$ cat src/rtl/instr_sequencer.sv
// Micro-program sequencer: fetches words from a small program RAM and issues operands to an ALU stage.
// Optional SEQ_TIMEOUT_EN flags a stalled ALU result after 16 waiting cycles and aborts to DONE with err set.
module instr_sequencer #(
    parameter int WIDTH = 4,
    parameter int DEPTH = 8,
    localparam int AW = $clog2(DEPTH),
    localparam int IW = 5 + 2 * WIDTH
) (
    input  logic             clk,
    input  logic             rst_n,
    input  logic             load_en,
    input  logic [AW-1:0]    load_addr,
    input  logic [IW-1:0]    load_data,
    input  logic             start,
    output logic             issue_valid,
    input  logic             issue_ready,
    output logic [2:0]       issue_op,
    output logic [WIDTH-1:0] issue_a,
    output logic [WIDTH-1:0] issue_b,
    input  logic             res_valid,
    input  logic [WIDTH-1:0] res_data,
    output logic             busy,
    output logic             done,
    output logic             err,
    output logic [AW-1:0]    pc
);

    typedef enum logic [2:0] {
        S_IDLE     = 3'd0,
        S_FETCH    = 3'd1,
        S_ISSUE    = 3'd2,
        S_WAIT_RES = 3'd3,
        S_DONE     = 3'd4
    } state_t;

    state_t           r_state;
    logic [IW-1:0]    r_mem [DEPTH];
    logic [AW-1:0]    r_pc;
    logic [WIDTH-1:0] r_prev;
    logic             r_halt;
    logic             r_issue_valid;
    logic [2:0]       r_op;
    logic [WIDTH-1:0] r_a;
    logic [WIDTH-1:0] r_b;
    logic             r_busy;
    logic             r_done;

    logic [IW-1:0]    w_word;
    logic [2:0]       w_op;
    logic             w_use_prev;
    logic             w_halt;
    logic [WIDTH-1:0] w_imm_a;
    logic [WIDTH-1:0] w_imm_b;
    logic             w_load_ok;
    logic             w_last;

    assign w_word     = r_mem[r_pc];
    assign w_op       = w_word[2:0];
    assign w_use_prev = w_word[3];
    assign w_halt     = w_word[4];
    assign w_imm_b    = w_word[4+WIDTH:5];
    assign w_imm_a    = w_word[4+2*WIDTH:5+WIDTH];
    assign w_load_ok  = (r_state == S_IDLE) || (r_state == S_DONE);
    // The final instruction ends the program rather than letting pc wrap to 0.
    assign w_last     = r_halt || (r_pc == AW'(DEPTH - 1));

    // Program RAM survives reset so a program can be rerun after an abort.
    always_ff @(posedge clk) begin
        if (load_en && w_load_ok) begin
            r_mem[load_addr] <= load_data;
        end
    end

`ifdef SEQ_TIMEOUT_EN
    logic [3:0] r_tmo;
    logic       r_err;
    assign err = r_err;
`else
    assign err = 1'b0;
`endif

    always_ff @(posedge clk or negedge rst_n) begin
        if (!rst_n) begin
            r_state       <= S_IDLE;
            r_pc          <= '0;
            r_prev        <= '0;
            r_halt        <= 1'b0;
            r_issue_valid <= 1'b0;
            r_op          <= '0;
            r_a           <= '0;
            r_b           <= '0;
            r_busy        <= 1'b0;
            r_done        <= 1'b0;
`ifdef SEQ_TIMEOUT_EN
            r_tmo         <= '0;
            r_err         <= 1'b0;
`endif
        end else begin
            case (r_state)
                S_IDLE, S_DONE: begin
                    if (start) begin
                        r_pc    <= '0;
                        r_busy  <= 1'b1;
                        r_done  <= 1'b0;
                        r_state <= S_FETCH;
`ifdef SEQ_TIMEOUT_EN
                        r_err   <= 1'b0;
`endif
                    end
                end
                S_FETCH: begin
                    r_op          <= w_op;
                    r_a           <= w_use_prev ? r_prev : w_imm_a;
                    r_b           <= w_imm_b;
                    r_halt        <= w_halt;
                    r_issue_valid <= 1'b1;
                    r_state       <= S_ISSUE;
                end
                S_ISSUE: begin
                    if (issue_ready) begin
                        r_issue_valid <= 1'b0;
                        r_state       <= S_WAIT_RES;
`ifdef SEQ_TIMEOUT_EN
                        r_tmo         <= '0;
`endif
                    end
                end
                S_WAIT_RES: begin
                    if (res_valid) begin
                        r_prev <= res_data;
                        if (w_last) begin
                            r_busy  <= 1'b0;
                            r_done  <= 1'b1;
                            r_state <= S_DONE;
                        end else begin
                            r_pc    <= r_pc + AW'(1);
                            r_state <= S_FETCH;
                        end
                    end
`ifdef SEQ_TIMEOUT_EN
                    // Counter saturating at 15 marks the 16th silent cycle.
                    else if (r_tmo == 4'hF) begin
                        r_err   <= 1'b1;
                        r_busy  <= 1'b0;
                        r_done  <= 1'b1;
                        r_state <= S_DONE;
                    end else begin
                        r_tmo <= r_tmo + 4'd1;
                    end
`endif
                end
                default: begin
                    r_state <= S_IDLE;
                end
            endcase
        end
    end

    assign issue_valid = r_issue_valid;
    assign issue_op    = r_op;
    assign issue_a     = r_a;
    assign issue_b     = r_b;
    assign busy        = r_busy;
    assign done        = r_done;
    assign pc          = r_pc;

endmodule

$ cat config.mk
export PLATFORM = sky130hd
export DESIGN_NAME = instr_sequencer
export DESIGN_NICKNAME = d
export VERILOG_FILES = /design/src/rtl/instr_sequencer.sv
export SDC_FILE = /design/constraint.sdc
export NUM_CORES = 1
export LEC_CHECK = 0
export BUFFER_PORTS_ARGS = -buffer_cell sky130_fd_sc_hd__buf_2
export CAP_MARGIN = 20
export CORE_MARGIN = 2
export CORE_UTILIZATION = 30
export CTS_CLUSTER_DIAMETER = 80
export CTS_CLUSTER_SIZE = 10
export DETAILED_ROUTE_END_ITERATION = 10
export PLACE_DENSITY = 0.48
export SKIP_CTS_REPAIR_TIMING = 1
export SYNTH_ARGS = -nofsm -noshare
export SYNTH_HDL_FRONTEND = slang
export SYNTH_SLANG_ARGS = --single-unit
$ cat constraint.sdc
create_clock -name clk -period 2.4 [get_ports clk]
set_input_delay 0.24 -clock clk [delete_from_list [all_inputs] [get_ports clk]]
set_output_delay 0.24 -clock clk [all_outputs]
set_load 0.1 [all_outputs]
==> results.sh, run 1 <==
export IMPL_yosysWarnings=0
export IMPL_initial_core_util_pct=30.8
export IMPL_slowest_stage="dfrtp_1"
export IMPL_nFillCells=1576
export IMPL_grt_usage_pct=12.9
export IMPL_cts_tree="yes"
export IMPL_placed_cell_area_um2=5630
export IMPL_cp_start_kind="flop"
export IMPL_antenna_left=0
export IMPL_clk_latency_ns=0.42
export IMPL_fin_util_pct=37.8
export IMPL_pre_cts_slack_ns=0.404
export IMPL_wl_met3_um=478
export IMPL_relSlewSlack_pct=53.9
export IMPL_ios=44
export IMPL_worstPathRequired_ns=2.69
export IMPL_wl_met1_um=4730
export IMPL_grt_pass1_wl_um=16400
export IMPL_final_hold_violation_count=0
export IMPL_synth_area_leaders="edfxtp_1 61%, dfrtp_1 12%, mux4_2 6.6%"
export IMPL_path_cells="mux4_1, mux2_2, mux2i_1, o21ai_1"
export IMPL_critPathCaptureType="flop"
export IMPL_synth_top_area_share_pct=61.2
export IMPL_critPathBufInv=0
export IMPL_drt_total_wl_um=10800
export IMPL_finalCriticalPeriod_ns=1.97
export IMPL_rsz0062_at_grt="no"
export IMPL_first_pass_iters=4
export IMPL_cts_buffers=17
export IMPL_die_area_um2=18100
export IMPL_vias_per_cell=4.67
export IMPL_top_layer="met4"
export IMPL_holdWs_ns=0.0561
export IMPL_synthToLayoutAreaGrowth_pct=22.7
export IMPL_crit_type="flop to flop"
export IMPL_rows=47
export IMPL_wl_per_cell_um=18.8
export IMPL_place_congestion=0.720
export IMPL_netlist_area_um2=5100
export IMPL_dp_cells=543
export IMPL_vias=2697
export IMPL_grt_ovfl_total=0
export IMPL_syn_num_nets=306
export IMPL_p_total_mw=7.88
export IMPL_worstHoldPathType="input port to flop"
export IMPL_cts_htree_levels=4
export IMPL_grt_max_degree=26
export IMPL_clockBufferDepth=2
export IMPL_cap_violations=0
export IMPL_async_flop_share_pct=19.4
export IMPL_dp_hpwl_um=6900
export IMPL_drive_gt1_share_pct=32.3
export IMPL_p_leak_nw=2.24
export IMPL_ys_ff_latch=129
export IMPL_fp_dieW_um=134
export IMPL_maxSlewViolCount=0
export IMPL_status="complete, no violations"
export IMPL_synth_edff_count=104
export IMPL_cts_root_buf="clkbuf_16"
export IMPL_setup_ws_ns=0.428
export IMPL_drtIter0Drc=111
export IMPL_design_area_um2=6260
export IMPL_power_density_nw_per_um2=1260
export IMPL_critical_path_top_delay_family="multiplexers"
export IMPL_ir_worst_vdd_uv=552
export IMPL_avgSynthCellArea_um2=18.4
export IMPL_wl_met2_um=5410
export IMPL_setup_viol=0
export IMPL_antenna_found_initial=1
export IMPL_crit_path_max_incr_delay_ns=0.72
export IMPL_syn_instance_count=278
export IMPL_core_area_um2=16600
export IMPL_grt_pass1_vias=2749
export IMPL_stdcell_count=577
export IMPL_io_buffer_count=42
export IMPL_ys_flop_type="edfxtp_1"
export IMPL_worst_ep_arrival_time_ns=2.26
export IMPL_timing_setup_tns_ns=0
export IMPL_cts_sinks=129
export IMPL_fmax_mhz=507
export IMPL_yosysSeqAreaShare_pct=73.4
export IMPL_path_clk_slew_ns=0.06
export IMPL_worstMarginPinSlew_ns=0.691
export IMPL_crit_fanout=12
export IMPL_synth_area_leader_cell="edfxtp_1"
export IMPL_fin_nets=371
export IMPL_drcViolationCount=0
export IMPL_skew_ns=0.00508
export IMPL_yosys_cell_types_count=35
export IMPL_die_y_um=134
export IMPL_min_period_over_period_pct=82.1
-- final timing paths --
check,from,to,slack [ns],depth (start not counted)
max,pc[1],issue_a[3],0.43,4
min,res_data[0],r_prev[0],0.06,2
max reg2reg,pc[1],issue_a[3],0.43,4
min reg2reg,issue_a[3],issue_a[3],0.48,2
max in group asynchronous,rst_n,issue_b[2],1.55,2
min in group asynchronous,rst_n,issue_a[1],0.40,2
-- synthesized netlist by cell type, drive strengths merged (4+ instances only) --
cell type	number
edfxtp	104
nand2	27
mux4	26
dfrtp	25
nor2	19
buf	10
o21ai	9
a31oi	8
mux2	8
mux2i	6
a21oi	4
nand2b	4
-- where the power goes --
part / internal (mW) / switching (mW)
Sequential: 2.66 / 0.228
Clock: 1.73 / 0.938
Combinational: 0.730 / 1.60
Total: 5.12 / 2.76
-- layer usage --
metal | vias up | track usage (%)
li1 | 1236 | -
met5 | - | 0
met2 | 62 | 21.6
met1 | 1383 | 15.6
met3 | 16 | 3.25
met4 | 0 | 6.49
-- worst register-to-register path, stage by stage, from the launching register on --
cell and delay (ns):
dfrtp_1 0.72, mux4_1 0.64, mux2_2 0.27, mux2i_1 0.15
o21ai_1 0.07
-- final cells by class --
type                    count  area, um2  area share [%]
multi-input cells         132       1260            20.2
diodes                      1       2.50          0.0400
repair buffers             59        340            5.44
clock inverters            15        190            3.04
flip-flops and latches    129       3750            59.9
inverters                   4       15.0           0.240
clock buffers              17        425            6.79
well taps                 220        275            4.40
-- cells in the final DEF (no fill, tap or decap), drive strengths merged --
cell,instances
edfxtp,104
buf,58
nand2,27
mux4,26
dfrtp,25
nor2,19
clkbuf,17
o21ai,9
a31oi,8
mux2,8
clkinv,8
mux2i,6
inv,5
nand2b,4
a21oi,4
bufinv,4
a22o,3
nor3,3
nand3b,2
o22ai,2
ha,2
clkinvlp,2
diode,1
nand3,1
and2b,1
nor2b,1
and2,1
nor3b,1
and3,1
o31ai,1
o211ai,1
conb,1
dlygate4sd3,1
-- state kept, by name, summed over array words and instances, names as in the netlist --
name and cells:
done 1, issue_b 4, r_prev 4, pc 3
issue_op 3, r_state 3, busy 1, issue_a 4
r_halt 1, r_mem 104, issue_valid 1
-- cell families after synthesis --
| logic type | share of synthesized area [%] |
|---|---|
| buffers and inverters | 1.99 |
| other | 0.0735 |
| and+or+nand+nor | 5.22 |
| DFF | 73.4 |
| adders and majority gates | 0.490 |
| muxes | 15.5 |
| AOI/OAI and AO/OA | 3.31 |
(Power assumes the default switching activity.)
==> run 2: changes to the inputs <==
clock period = 1.9 ns   (was 2.4 ns; I/O delays follow)
==> run 2 against run 1 <==
Sequential share of layout area decreased by 1.0 points. Sequential power increased by 25%. Die area unchanged. Clock power increased by 20%. Critical path depth decreased by 2. Critical path type is now flop to output port.
==> results.sh, run 2 (synthesis gave the netlist of run 1 again) <==
export IMPL_clk_latency_ns=0.40
export IMPL_cts_sinks=129
export IMPL_status="complete, no violations"
export IMPL_design_area_um2=6390
export IMPL_grt_pass1_vias=2771
export IMPL_holdWs_ns=0.0177
export IMPL_rows=47
export IMPL_largest_reg_flops=104
export IMPL_io_buffer_count=42
export IMPL_path_cells="buf_4, buf_4"
export IMPL_drive_gt1_share_pct=34.2
export IMPL_antenna_found_initial=1
export IMPL_grt_ovfl_total=0
export IMPL_top_layer="met5"
export IMPL_placed_cell_area_um2=5770
export IMPL_initial_core_util_pct=30.8
export IMPL_final_common_cell="edfxtp_1"
export IMPL_worstPathRequired_ns=1.71
export IMPL_cap_violations=0
export IMPL_first_pass_iters=4
export IMPL_ios=44
export IMPL_grt_usage_pct=12.2
export IMPL_worstHoldPathType="input port to flop"
export IMPL_cts_root_buf="clkbuf_16"
export IMPL_synthToLayoutAreaGrowth_pct=25.1
export IMPL_grt_max_degree=26
export IMPL_worstMarginPinSlew_ns=0.614
export IMPL_cp_start_kind="flop"
export IMPL_clockBufferDepth=2
export IMPL_skew_ns=0.00483
export IMPL_die_y_um=134
export IMPL_crit_type="flop to output port"
export IMPL_setup_viol=0
export IMPL_drcViolationCount=0
export IMPL_wl_met1_um=4530
export IMPL_fmax_mhz=564
export IMPL_relSlewSlack_pct=59.0
export IMPL_dp_hpwl_um=6540
export IMPL_antenna_left=0
export IMPL_wl_met2_um=5200
export IMPL_maxSlewViolCount=0
export IMPL_crit_path_max_incr_delay_ns=0.44
export IMPL_finalCriticalPeriod_ns=1.77
export IMPL_cts_tree="yes"
export IMPL_place_congestion=0.721
export IMPL_cts_buffers=17
export IMPL_fin_util_pct=38.5
export IMPL_final_hold_violation_count=0
export IMPL_fp_dieW_um=134
export IMPL_grt_pass1_wl_um=15900
export IMPL_timing_critical_path_mode_cell="buf_4"
export IMPL_vias_per_cell=4.48
export IMPL_drtIter0Drc=240
export IMPL_vias=2600
export IMPL_ir_worst_vdd_uv=699
export IMPL_core_area_um2=16600
export IMPL_crit_fanout=19
export IMPL_fin_nets=375
export IMPL_path_clk_slew_ns=0.05
export IMPL_worst_ep_arrival_time_ns=1.58
export IMPL_layout_common_cells="104 x edfxtp_1, 41 x buf_2, 27 x nand2_1, 22 x dfrtp_1, 18 x nor2_1"
export IMPL_cts_htree_levels=4
export IMPL_die_area_um2=18100
export IMPL_critPathBufInv=2
export IMPL_wl_per_cell_um=17.6
export IMPL_drt_total_wl_um=10200
export IMPL_critical_path_top_delay_family="buffers and inverters"
export IMPL_slowest_stage="dfrtp_4"
export IMPL_p_leak_nw=2.27
export IMPL_critPathCaptureType="output port"
export IMPL_rsz0062_at_grt="no"
export IMPL_top_register="r_mem"
export IMPL_power_density_nw_per_um2=1550
export IMPL_wl_met3_um=387
export IMPL_min_period_over_period_pct=93.3
export IMPL_num_antenna_cells=0
run 2: cell count changes in the layout (fill, tap and decap cells not counted), moves of 2 or more:
cell      before  now
buf_12         0    8
buf_4         16   13
clkinv_4       1    4
dfrtp_1       25   22
dfrtp_4        0    3
inv_6          2    0
run 2: path summary, 6_finish.rpt:
check                       startpoint    endpoint  slack (ns)  cells after the start
max                              pc[0]       pc[0]        0.13                      2
min                        res_data[1]   r_prev[1]        0.02                      2
max reg2reg                      pc[1]  issue_a[0]        0.13                      4
min reg2reg                 issue_a[3]  issue_a[3]        0.48                      2
max in group asynchronous        rst_n       pc[1]        1.11                      2
min in group asynchronous        rst_n  r_state[1]        0.33                      2
run 2: area by class of cell:
type                            count  area [um2]
Tap cell                          220         275
Inverter                            4        15.0
Fill cell                        1559       10200
Clock buffer                       18         429
Clock inverter                     14         168
Sequential cell                   129        3760
Multi-Input combinational cell    132        1270
Timing Repair Buffer               63         473
run 2: worst register-to-register path, cell delays in order, from the launching register on:
cell     delay [ns]
dfrtp_4        0.55
mux4_1         0.59
mux2_2         0.30
mux2i_1        0.15
o21ai_1        0.07
run 2: power by group:
| part | internal, mW | total, mW | switching (mW) | leakage [nW] |
|---|---|---|---|---|
| sequential | 3.38 | 3.61 | 0.237 | 1.23 |
| clock | 2.06 | 3.20 | 1.15 | 0.286 |
| combinational | 1.00 | 3.06 | 2.06 | 0.751 |
| total | 6.43 | 9.88 | 3.44 | 2.27 |
run 2: routing by layer:
metal / vias to the layer above / GRT usage (%)
li1: 1232 / -
met1: 1307 / 15.0
met2: 47 / 20.0
met3: 12 / 4.04
met4: 2 / 4.39
met5: - / 0
run 2: per-stage QoR:
step	TNS (ns)	std cells	setup slack (ns)	power [mW]
CTS	-0.0682	579	-0.0682	9.99
global route	0	580	0.0272	10.3
detailed placement	0	547	0.111	6.76
finish	0	580	0.128	9.88
floorplan	-0.102	278	-0.0652	6.06
global placement	0	547	0.130	6.75
